[config.mk]
export PLATFORM = sky130hd
export DESIGN_NAME = mem_port_arbiter
export DESIGN_NICKNAME = d
export VERILOG_FILES = /design/src/rtl/mem_port_arbiter_pkg.sv /design/src/rtl/mem_arb_pick.sv /design/src/rtl/mem_port_arbiter.sv
export SDC_FILE = /design/constraint.sdc
export NUM_CORES = 1
export LEC_CHECK = 0
export ABC_AREA = 1
export ABC_CLOCK_PERIOD_IN_PS = 1500
export CAP_MARGIN = 5
export CORE_ASPECT_RATIO = 1.75
export CORE_MARGIN = 2
export CORE_UTILIZATION = 39
export DETAILED_ROUTE_END_ITERATION = 10
export MAX_ROUTING_LAYER = met4
export PLACE_DENSITY = 0.75
export SYNTH_ARGS = -nofsm -noshare
export SYNTH_HDL_FRONTEND = slang
export SYNTH_SLANG_ARGS = --single-unit
[constraint.sdc]
create_clock -name clk -period 1.5 [get_ports clk]
set_input_delay 0.375 -clock clk [delete_from_list [all_inputs] [get_ports clk]]
set_output_delay 0.375 -clock clk [all_outputs]
set_load 0.02 [all_outputs]
[src/rtl/mem_port_arbiter_pkg.sv]
// Shared types and widths for the memory port arbiter: FSM states,
// requester ids and the fixed address/data widths.
package mem_port_arbiter_pkg;

  localparam int ADDR_W = 16;
  localparam int DATA_W = 16;

  typedef enum logic [1:0] {
    IDLE = 2'd0,
    BUSY = 2'd1,
    ACK  = 2'd2
  } state_t;

  typedef enum logic [1:0] {
    FET = 2'd0,
    LSU = 2'd1,
    RMW = 2'd2
  } req_id_t;

endpackage

[src/rtl/mem_arb_pick.sv]
// Combinational grant selection: RMW write-back first, then fetch/LSU
// round-robin, with LSU masked by the RMW address lock.
module mem_arb_pick
  import mem_port_arbiter_pkg::*;
(
  input  logic              fet_req,
  input  logic              lsu_req,
  input  logic              lsu_we,
  input  logic              lsu_rmw,
  input  logic [ADDR_W-1:0] lsu_addr,
  input  logic              rmw_req,
  input  logic              lock_active,
  input  logic [ADDR_W-1:0] lock_addr,
  input  logic              last_lsu,
  output req_id_t           grant_id,
  output logic              grant_valid
);

  logic lsu_ok;

  always_comb begin
    // Only one lock exists, so a second RMW load must wait as well.
    lsu_ok = lsu_req
             && !(lock_active && (lsu_addr == lock_addr))
             && !(lock_active && lsu_rmw && !lsu_we);
    grant_id    = FET;
    grant_valid = 1'b0;
    if (rmw_req) begin
      grant_id    = RMW;
      grant_valid = 1'b1;
    end else if (fet_req && lsu_ok) begin
      grant_id    = last_lsu ? FET : LSU;
      grant_valid = 1'b1;
    end else if (fet_req) begin
      grant_id    = FET;
      grant_valid = 1'b1;
    end else if (lsu_ok) begin
      grant_id    = LSU;
      grant_valid = 1'b1;
    end
  end

endmodule

[src/rtl/mem_port_arbiter.sv]
// Owns the single memory port: one transaction at a time through
// IDLE/BUSY/ACK, plus the RMW address lock between read and write-back.
module mem_port_arbiter
  import mem_port_arbiter_pkg::*;
(
  input  logic              clk,
  input  logic              rst_n,
  input  logic              fet_req,
  input  logic [ADDR_W-1:0] fet_addr,
  output logic              fet_ack,
  output logic [DATA_W-1:0] fet_data,
  input  logic              lsu_req,
  input  logic              lsu_we,
  input  logic              lsu_rmw,
  input  logic [ADDR_W-1:0] lsu_addr,
  input  logic [DATA_W-1:0] lsu_wdata,
  output logic              lsu_ack,
  output logic [DATA_W-1:0] lsu_rdata,
  input  logic              rmw_req,
  input  logic [ADDR_W-1:0] rmw_addr,
  input  logic [DATA_W-1:0] rmw_data,
  output logic              rmw_ack,
  output logic              mem_req,
  output logic              mem_we,
  output logic [ADDR_W-1:0] mem_addr,
  output logic [DATA_W-1:0] mem_wdata,
  input  logic              mem_rdy,
  input  logic [DATA_W-1:0] mem_rdata,
  output logic              lock_active,
  output logic [ADDR_W-1:0] lock_addr
);

  state_t  state;
  req_id_t cur_id;
  req_id_t grant_id;
  logic    grant_valid;
  logic    last_lsu;
  logic    cur_rmw;

  mem_arb_pick u_pick (
    .fet_req    (fet_req),
    .lsu_req    (lsu_req),
    .lsu_we     (lsu_we),
    .lsu_rmw    (lsu_rmw),
    .lsu_addr   (lsu_addr),
    .rmw_req    (rmw_req),
    .lock_active(lock_active),
    .lock_addr  (lock_addr),
    .last_lsu   (last_lsu),
    .grant_id   (grant_id),
    .grant_valid(grant_valid)
  );

  always_ff @(posedge clk) begin
    if (!rst_n) begin
      state       <= IDLE;
      cur_id      <= FET;
      cur_rmw     <= 1'b0;
      last_lsu    <= 1'b0;
      mem_req     <= 1'b0;
      mem_we      <= 1'b0;
      mem_addr    <= '0;
      mem_wdata   <= '0;
      fet_ack     <= 1'b0;
      lsu_ack     <= 1'b0;
      rmw_ack     <= 1'b0;
      fet_data    <= '0;
      lsu_rdata   <= '0;
      lock_active <= 1'b0;
      lock_addr   <= '0;
    end else begin
      fet_ack <= 1'b0;
      lsu_ack <= 1'b0;
      rmw_ack <= 1'b0;
      case (state)
        IDLE: begin
          if (grant_valid) begin
            state   <= BUSY;
            cur_id  <= grant_id;
            mem_req <= 1'b1;
            case (grant_id)
              LSU: begin
                mem_addr  <= lsu_addr;
                mem_we    <= lsu_we;
                mem_wdata <= lsu_wdata;
                cur_rmw   <= lsu_rmw && !lsu_we;
                last_lsu  <= 1'b1;
              end
              RMW: begin
                mem_addr  <= rmw_addr;
                mem_we    <= 1'b1;
                mem_wdata <= rmw_data;
                cur_rmw   <= 1'b0;
              end
              default: begin
                mem_addr <= fet_addr;
                mem_we   <= 1'b0;
                cur_rmw  <= 1'b0;
                last_lsu <= 1'b0;
              end
            endcase
          end
        end
        BUSY: begin
          if (mem_rdy) begin
            state   <= ACK;
            mem_req <= 1'b0;
            mem_we  <= 1'b0;
            case (cur_id)
              LSU: begin
                lsu_ack   <= 1'b1;
                lsu_rdata <= mem_rdata;
                if (cur_rmw) begin
                  lock_active <= 1'b1;
                  lock_addr   <= mem_addr;
                end
              end
              RMW: begin
                rmw_ack <= 1'b1;
                if (lock_active && (mem_addr == lock_addr))
                  lock_active <= 1'b0;
              end
              default: begin
                fet_ack  <= 1'b1;
                fet_data <= mem_rdata;
              end
            endcase
          end
        end
        // No arbitration here so a just-acked requester can drop its request.
        ACK:     state <= IDLE;
        default: state <= IDLE;
      endcase
    end
  end

endmodule

Yosys cells after proc, flatten, opt, wreduce, memory -nomap -nowiden
Cells that the tools add are included.

word-level totals
  bits in registers = 92
  bits of input ports = 104
  word-level logic and storage cells = 82
  output and inout port bits = 86

operators by class
  reduce and logical (&&, ||, !) cells = 26
  eq/ne operators = 11
  mux-type cells = 28
  bitwise operators = 2

operator list
  operator                                              number
  one-hot mux 16 bit (2 select lines)                   2
  equality test 16 bit                                  2
  AND reduction 3 bit                                   6
  2-to-1 mux 1 bit                                      15
  2-to-1 mux 2 bit                                      5
  one-hot mux 1 bit (2 select lines)                    5
  logical AND 1 bit                                     8
  inequality test 2 bit (second input constant)         4
  equality test 2 x 1 -> 1 bit (second input constant)  3
  nonzero test 2 bit                                    3
  AND reduction 5 bit                                   1
  equality test 2 bit (second input constant)           2
  one-hot mux 2 bit (2 select lines)                    1
  AND reduction 2 bit                                   2
  AND reduction 4 bit                                   1
  zero test 1 bit                                       3
  zero test 2 bit                                       1
  NOT 1 bit                                             2
  OR reduction 2 bit                                    1

Depth between registers and ports, before layout
Gate-level depths: netlist (run 1).

  depth after elaboration = 13
  depth in mapped cells = 15

Modules after synthesis
From an unflattened synthesis (run 1), not the netlist that was laid out.

unflattened totals
  cell total of the unflattened synthesis = 611
  area total of the unflattened synthesis = 4316.6 µm²

modules (own cells, without submodules)
  module            sequential area each (µm²)  cells each  area an instance (µm²)  instances
  mem_port_arbiter  1841.8                      528         3968.8                  1
  mem_arb_pick      0.0                         83          347.8                   1

Worst setup path after synthesis (run 1)
OpenSTA, ideal clock, no wires.

  path kind = register to register
  start = reg lock_addr[5]
  end = reg mem_wdata[10]
  clock period less this slack = 1.739 ns
  data required time = 1.359 ns
  setup time = 0.141 ns
  data arrival time = 1.598 ns
  slack = -0.239 ns
  stages on the path, launching flop included = 15
  cell sequence = dfxtp_1 > inv_1 > nand2_1 > nand2_1 > nor2_1 > nand2_1 > nor2_2 > nand3_2 > nand4_2 > nand2_4 > nand2_4 > inv_4 > buf_12 > nand2_2 > a21oi_2

between the ends
  longest elaborated chain between the ends = 12
  elaborated cells between the ends (all ways) = 19
  those cells by class = eq/ne: 3; mux: 9; reduce/logical: 7

RTL lines
  element                                                              line                     RTL
  start, declared                                                      mem_port_arbiter.sv:30   output logic [ADDR_W-1:0] lock_addr
  start signal, assigned                                               mem_port_arbiter.sv:115  lock_addr <= mem_addr;
  equality test 16 bit (*)                                             mem_arb_pick.sv:24       && !(lock_active && (lsu_addr == lock_addr))
  logical AND 1 bit (*)                                                mem_arb_pick.sv:24
  zero test 1 bit (*)                                                  mem_arb_pick.sv:24
  logical AND 1 bit (*)                                                mem_arb_pick.sv:24
  logical AND 1 bit (*)                                                mem_arb_pick.sv:25       && !(lock_active && lsu_rmw && !lsu_we);
  2-to-1 mux 1 bit                                                     mem_arb_pick.sv:37       end else if (lsu_ok) begin
  2-to-1 mux 2 bit                                                     mem_arb_pick.sv:34       end else if (fet_req) begin
  2-to-1 mux 2 bit                                                     mem_arb_pick.sv:31       end else if (fet_req && lsu_ok) begin
  2-to-1 mux 2 bit                                                     mem_arb_pick.sv:28       if (rmw_req) begin
  equality test 2 x 1 -> 1 bit or equality test 2 bit (tied branches)  mem_port_arbiter.sv:81   case (grant_id)
  nonzero test 2 bit (no line)                                         -
  AND reduction 3 bit (no line)                                        -
  end signal, assigned                                                 mem_port_arbiter.sv:85   mem_wdata <= lsu_wdata;
  end signal, assigned                                                 mem_port_arbiter.sv:92   mem_wdata <= rmw_data;
  end, declared                                                        mem_port_arbiter.sv:26   output logic [DATA_W-1:0] mem_wdata,

Every way passes the cells marked *; elsewhere a longest branch is shown, timed or not.
A chain may end at the register's enable or synchronous reset.

Final worst setup path (run 1)
  start = reg lock_addr[0]
  end = reg mem_addr[14]

between the ends
  longest elaborated chain between the ends = 11
  elaborated cells between the ends (all ways) = 18
  those cells by class = eq/ne: 3; mux: 9; reduce/logical: 6

RTL lines
  element                                                              line                    RTL
  equality test 16 bit (*)                                             mem_arb_pick.sv:24
  logical AND 1 bit (*)                                                mem_arb_pick.sv:24
  zero test 1 bit (*)                                                  mem_arb_pick.sv:24
  logical AND 1 bit (*)                                                mem_arb_pick.sv:24
  logical AND 1 bit (*)                                                mem_arb_pick.sv:25
  2-to-1 mux 1 bit                                                     mem_arb_pick.sv:37
  2-to-1 mux 2 bit                                                     mem_arb_pick.sv:34
  2-to-1 mux 2 bit                                                     mem_arb_pick.sv:31
  2-to-1 mux 2 bit                                                     mem_arb_pick.sv:28
  equality test 2 bit or equality test 2 x 1 -> 1 bit (tied branches)  mem_port_arbiter.sv:81
  one-hot mux 16 bit (2 select lines)                                  mem_port_arbiter.sv:81
  end signal, assigned                                                 mem_port_arbiter.sv:83  mem_addr <= lsu_addr;
  end signal, assigned                                                 mem_port_arbiter.sv:90  mem_addr <= rmw_addr;
  end signal, assigned                                                 mem_port_arbiter.sv:96  mem_addr <= fet_addr;
  end, declared                                                        mem_port_arbiter.sv:25  output logic [ADDR_W-1:0] mem_addr,

Marks and branches as above.

==> results of run 1 <==
## cells in the mapped netlist (3+ instances only)
| cell | instances | area [µm²] |
|---|---|---|
| nand2_1 | 211 | 792.0 |
| nor2_1 | 121 | 454.2 |
| dfxtp_1 | 92 | 1842 |
| o21ai_0 | 52 | 260.3 |
| inv_1 | 45 | 168.9 |
| a21oi_1 | 27 | 135.1 |
| o21ai_1 | 16 | 80.08 |
| clkbuf_1 | 14 | 52.55 |
| nand2_2 | 11 | 68.82 |
| a21oi_2 | 10 | 87.58 |
| inv_2 | 10 | 37.54 |
| buf_2 | 6 | 30.03 |
| xor2_1 | 6 | 52.55 |
| a221oi_1 | 4 | 35.03 |
| buf_6 | 4 | 45.04 |
| nand2_4 | 4 | 45.04 |
| o22ai_1 | 4 | 25.02 |
| nor2_2 | 3 | 18.77 |
## per-layer routing
layer  routed length [µm]  global-route usage  share of wire  vias up
met1                 6168              0.2632           0.37     2534
met3                  788             0.02105          0.047       50
met4                  654              0.1325          0.039        0
met2                 9193              0.4634           0.55      253
li1                     -                   -              -     2615
met5                    0                   -              0        -
## power by group through the flow
stage	logic, mW	registers (mW)	clock network, mW
finish	1.88	2.71	2.24
global route	2.01	2.73	2.36
CTS	1.67	2.70	2.26
detailed placement	1.62	2.74	0
global placement	1.58	2.73	0
floorplan	0.651	2.90	0
## state kept, by name (all words and copies together) (netlist names), 2 cells and up
name,count
cur_id,2
lock_addr,16
lsu_rdata,16
mem_addr,16
mem_wdata,16
fet_data,16
state,2
## layout make-up
| type | count | share of cell area |
|---|---|---|
| flip-flops and latches | 92 | 0.2388 |
| repair buffers | 275 | 0.3311 |
| repair inverters | 1 | 0.002045 |
| well taps | 132 | 0.02076 |
| clock inverters | 4 | 0.003618 |
| inverters | 59 | 0.03319 |
| clock buffers | 12 | 0.03366 |
| multi-input cells | 486 | 0.3368 |
## logic make-up (layout without fill, tap and decap cells)
family / after synthesis / in the layout / synth area share
xor+xnor: 7 / 7 / 0.01384
compound gates: 115 / 115 / 0.1443
buf+inv: 87 / 351 / 0.08867
fa+ha+maj: 2 / 2 / 0.005647
flops: 92 / 92 / 0.4157
simple gates: 362 / 362 / 0.3318
## worst max path at each step
stage / end / startpoint / cells after the start / slack, ns
6_report: mem_addr[14]$_SDFFE_PN0P_ / lock_addr[0]$_SDFFE_PN0P_ / 14 / -0.33
5_1_grt: mem_addr[15]$_SDFFE_PN0P_ / lock_addr[15]$_SDFFE_PN0P_ / 14 / -0.43
4_1_cts: mem_addr[5]$_SDFFE_PN0P_ / lock_addr[6]$_SDFFE_PN0P_ / 15 / -0.26
3_5_place_dp: mem_addr[14]$_SDFFE_PN0P_ / lsu_addr[8] / 15 / -0.82
3_3_place_gp: mem_addr[0]$_SDFFE_PN0P_ / lsu_addr[8] / 15 / -0.76
2_1_floorplan: mem_wdata[10]$_SDFFE_PN0P_ / lock_addr[8]$_SDFFE_PN0P_ / 14 / -0.09
## metrics by stage
stage                     TNS, ns  hold slack [ns]  setup slack [ns]  std cells  power, mW
after floorplan            -2.371           0.4435          -0.08900        665      3.548
after global placement     -45.97           0.4457           -0.7572       1023      4.317
after detailed placement   -47.63           0.4565           -0.8169       1023      4.355
after CTS                  -7.452           0.4555           -0.2564       1045      6.627
after global routing       -17.72           0.4900           -0.4259       1061      7.093
final                      -11.59           0.4648           -0.3321       1061      6.828
## tightest hold or removal path: cells and delay by family (launching register included)
| kind | cells | cell delay, ns |
|---|---|---|
| DFF | 1 | 0.32 |
| and+or+nand+nor | 2 | 0.11 |
## repair_timing
action,4_1_cts,5_1_grt
setup endpoints to repair,146,95
resized for setup,177,176
cloned,2,6
buffers inserted,4,11
pin swaps,22,57
==> results.toml, run 1 <==
[run_status]
outcome = "complete, but fails checks"
violations = "setup timing"

[routing]
dr.pass1.iters = 5
vias = 5452
drc_errors = 0
post_drt_wl_per_cell_um = 15.84
routed_wl_um = 16810
detail-route-antenna-nets = 0
drt-initial-drc-count = 345
viasPerCell = 5.139

[synth]
async_flop_share = 0
syn_inst = 665
synth_flop_cell = "dfxtp_1"
ys_types = 35
syn_nets = 771
synth_edf_count = 0
synth_seq_cells = 92
yosysSeqAreaShare = 0.4157
netlist_area_um2 = 4430
yosys_warnings = 0
synth_area_per_cell_um2 = 6.662

[global_route]
grt_start_max_net_pins = 66
overflow = 0
grt_pass1_wl_um = 24470
grt_pass1_vias = 5252
antenna_found_initial = 0
grt_use_total = 0.2534

[power]
internal-power_mw = 4.709
combPwrFrac = 0.275
switching_share = 0.3103
p_leak_nw = 3.846
peakVddDrop_uv = 664.0
power.density_nw_per_um2 = 858.4
p_sw_mw = 2.118
p_seq_frac = 0.397
pwr-share-clk = 0.328

[finish]
areaGrowthSynthToFinish_pct = 79.53
final_util = 0.7164
drive_gt1_frac = 0.3057
fillCellCount = 894
mostFrequentLayoutCells = "nand2_1, nor2_1, clkdlybuf4s50_1"
multiInputGateArea_um2 = 2679
regArea_um2 = 1899
diodes = 0
final_nets = 1030
stdcell_area_um2 = 7954
final_common_cell = "nand2_1"

[worst_setup_path]
path_max_fanout = 7
required_ns = 1.74
cp.arrival_ns = 2.07
cp_cell_sequence = "nand2_2 -> inv_2 -> nor2_4 -> nor2_2 -> nand2_1 -> nor2_2 -> nand3_2 -> nand3_2 -> nand2_2 -> nand2_4 -> nand2_8 -> clkbuf_16 -> o21ai_2 -> nor2_1"
rr_startpoint = "lock_addr[0]$_SDFFE_PN0P_"
rr_worst_depth = 14
cp_num_buf_inv = 2
r2r-end = "mem_addr[14]$_SDFFE_PN0P_"
endpoint_kind = "flop"
path_class = "flop to flop"
path_delay_family = "simple AND/OR/NAND/NOR gates"
r2r_slack_ns = -0.33
cpPeakStageDelay_ns = 0.38
cp-start-kind = "flop"
worst_path_max_delay_cell = "dfxtp_4"

[min_path]
min_from = "lsu_rdata[1]$_SDFFE_PN0P_"
hp-class = "flop to flop"
min_to = "lsu_rdata[1]$_SDFFE_PN0P_"
worstHoldPathCells = 2

[clocking]
cts_root_buffer = "clkbuf_16"
insertion_delay_ns = 0.35
cts_sinks = 92
h-tree-depth = 3
ctsHoldBuffers = 0
clockBufferDepth = 2
cts.clk_slew.worst_paths_ns = 0.07
cts_tree = "done"
cts_buffers = 9

[timing]
setup_slack_ns = -0.3321
finClkSkew_ns = 0.008782
finalMaxSlewViolations = 0
grt_setup_unrepaired = "true"
max_slew_margin = 0.7767
tightest_slew_ns = 0.3314
setup_viol = 68
hold_violations = 0
fin_crit_ns = 1.832
fmax_mhz = 545.8
finalCritPeriodShare = 1.221

[placement]
place_area_um2 = 6904
port_buffers = 189
dpl.hpwl_um = 11190
gp_congestion = 0.8939

[floorplanning]
start_util = 0.3990
io_pins = 190
dieArea_um2 = 12260
die_height_um = 145
core_area_um2 = 11100
rows = 51
dieWidth_um = 84.57

[run]
drv_cap = 0
Power figures use the tool's default switching activity.
==> run 2, diff against run 1 <==
--- a/config.mk
+++ b/config.mk
@@ -8,12 +8,14 @@
 export ABC_AREA = 1
 export ABC_CLOCK_PERIOD_IN_PS = 1500
 export CAP_MARGIN = 5
+export CELL_PAD_IN_SITES_DETAIL_PLACEMENT = 0
+export CELL_PAD_IN_SITES_GLOBAL_PLACEMENT = 1
 export CORE_ASPECT_RATIO = 1.75
 export CORE_MARGIN = 2
-export CORE_UTILIZATION = 39
+export CORE_UTILIZATION = 26
 export DETAILED_ROUTE_END_ITERATION = 10
 export MAX_ROUTING_LAYER = met4
-export PLACE_DENSITY = 0.75
+export PLACE_DENSITY = 0.74
 export SYNTH_ARGS = -nofsm -noshare
 export SYNTH_HDL_FRONTEND = slang
 export SYNTH_SLANG_ARGS = --single-unit
==> run 2 against run 1 <==
Compared with the run above: largest power group unchanged; global-route usage is 7.3 points lower; die area is 48% higher; flip-flop and latch count unchanged; cell area rose by 0.11%; routed wire length rose by 0.37%; hold slack worse by 0.087 ns; the flow still finishes with violations (setup timing); fmax shrank 1.6%; non-clock buffer count grew 3; register-to-register slack worse by 0.03 ns; critical path depth is the same; first-iteration DRC count fell by 60%.
==> results.toml, run 2 (synthesized netlist as in run 1, its figures left out) <==
[clocking]
cts_tree = "done"
insertion_delay_ns = 0.35
cts.clk_slew.worst_paths_ns = 0.07
cts_root_buffer = "clkbuf_16"
cts_sinks = 92
clockBufferDepth = 2
ctsHoldBuffers = 0
h-tree-depth = 3
cts_buffers = 9

[routing]
post_drt_wl_per_cell_um = 14.54
dr.pass1.iters = 4
drt-initial-drc-count = 138
routed_wl_um = 16870
detail-route-antenna-nets = 0
drc_errors = 0
viasPerCell = 4.415
vias = 5121

[floorplanning]
dieWidth_um = 102.7
rows = 63
dieArea_um2 = 18140
core_area_um2 = 16790
io_pins = 190
die_height_um = 176.7
start_util = 0.2639

[finish]
fillCellCount = 1733
mostFrequentLayoutCells = "nand2_1, nor2_1, clkdlybuf4s50_1"
diodes = 0
final_common_cell = "nand2_1"
areaGrowthSynthToFinish_pct = 79.72
stdcell_area_um2 = 7963
final_nets = 1034
final_util = 0.4743
drive_gt1_frac = 0.2883

[run]
drv_cap = 0

[timing]
hold_violations = 0
max_slew_margin = 0.7472
setup_slack_ns = -0.3615
fmax_mhz = 537.2
setup_viol = 41
tightest_slew_ns = 0.3780
fin_crit_ns = 1.861
finalCritPeriodShare = 1.241
finalMaxSlewViolations = 0
finClkSkew_ns = 0.01016
hold_slack_ns = 0.3778
grt_setup_unrepaired = "true"

[placement]
gp_congestion = 0.8070
dpl.hpwl_um = 12100
place_area_um2 = 7098
pre_cts_ws_ns = -0.8682
port_buffers = 189

[worst_setup_path]
cp_cell_sequence = "inv_1 -> nand2_1 -> nand2_1 -> nor2_2 -> nand2_1 -> nor2_2 -> nand3_2 -> buf_6 -> nand4_4 -> nand2_8 -> nand2_8 -> clkbuf_16 -> nand2_2 -> a21oi_2"
rr_startpoint = "lock_addr[6]$_SDFFE_PN0P_"
required_ns = 1.78
worst_path_max_delay_cell = "dfxtp_4"
path_max_fanout = 5
cp.arrival_ns = 2.15
endpoint_kind = "flop"
cp-start-kind = "flop"
cp_common_cell = "nand2_1"
path_delay_family = "simple AND/OR/NAND/NOR gates"
r2r-end = "mem_wdata[7]$_SDFFE_PN0P_"
rr_worst_depth = 14
cp_num_buf_inv = 3
path_class = "flop to flop"
r2r_slack_ns = -0.36
cpPeakStageDelay_ns = 0.37

[min_path]
min_to = "state[0]$_SDFFE_PN0P_"
worstHoldPathCells = 4
hp-class = "primary input to flop"
min_from = "mem_rdy"

[global_route]
grt_start_max_net_pins = 40
grt_use_total = 0.1802
overflow = 0
grt_pass1_vias = 4842
antenna_found_initial = 0
grt_pass1_wl_um = 24400

[power]
peakVddDrop_uv = 489.8
finalPower_mw = 6.862
power.density_nw_per_um2 = 861.7
p_leak_nw = 3.782

[run_status]
outcome = "complete, but fails checks"
violations = "setup timing"
[run 2: cell count changes in the layout (fill, tap and decap cells not counted), sizes merged, moves of 5 or more]
cell and change:
buf +6, clkdlybuf4s15 +8, dlygate4sd2 -5, inv +5, clkbuf -9
[run 2: metal layers]
metal  wire [µm]  GRT usage  up-vias
met4         304    0.05222        0
met3         627    0.02330       20
met5           0          -        -
met2        9524     0.3412      123
met1        6411     0.1891     2366
li1            -          -     2612
[run 2: worst max-delay path by stage]
stage	startpoint	endpoint	slack, ns	cells after the start
final	lock_addr[6]$_SDFFE_PN0P_	mem_wdata[7]$_SDFFE_PN0P_	-0.36	14
after global routing	lock_addr[9]$_SDFFE_PN0P_	mem_wdata[14]$_SDFFE_PN0P_	-0.47	14
after CTS	lock_addr[9]$_SDFFE_PN0P_	mem_wdata[0]$_SDFFE_PN0P_	-0.30	14
after detailed placement	lsu_addr[0]	mem_addr[9]$_SDFFE_PN0P_	-0.87	13
after global placement	lsu_addr[0]	mem_addr[9]$_SDFFE_PN0P_	-0.85	13
after floorplan	lock_addr[8]$_SDFFE_PN0P_	mem_wdata[10]$_SDFFE_PN0P_	-0.09	14
[run 2: timing repair]
item	4_1_cts	5_1_grt
resized for setup	178	118
buffers inserted	8	6
pin swaps	13	19
endpoints found under the setup margin	139	93
cloned	2	6
[run 2: area by class of cell]
| type | count | area [µm²] | share of cell area |
|---|---|---|---|
| tap | 227 | 284.0 | 0.03567 |
| clock inverter | 7 | 63.81 | 0.008014 |
| inverter | 59 | 246.5 | 0.03096 |
| sequential | 92 | 1896 | 0.2381 |
| clock buffer | 9 | 225.2 | 0.02828 |
| multi-input combinational | 487 | 2545 | 0.3196 |
| timing repair buffer | 278 | 2691 | 0.3380 |
| timing repair inverter | 1 | 11.26 | 0.001414 |
[run 2: stage by stage]
step           std cells  setup TNS, ns
2_1_floorplan        665         -2.371
3_3_place_gp        1123         -47.87
3_5_place_dp        1123         -48.39
4_1_cts             1148         -10.62
5_1_grt             1160         -16.93
6_report            1160         -12.03
[run 2: worst register-to-register path: stages (launching register included)]
cell       delay, ns
dfxtp_4         0.37
inv_1           0.05
nand2_1         0.05
nand2_1         0.06
nor2_2          0.13
nand2_1         0.08
nor2_2          0.09
nand3_2         0.13
buf_6           0.15
nand4_4         0.10
nand2_8         0.11
nand2_8         0.13
clkbuf_16       0.17
nand2_2         0.05
a21oi_2         0.12
[run 2: power by group]
part	total, mW	switching (mW)	internal, mW
combinational	1.88	0.990	0.894
sequential	2.71	0.136	2.58
clock	2.27	1.10	1.16
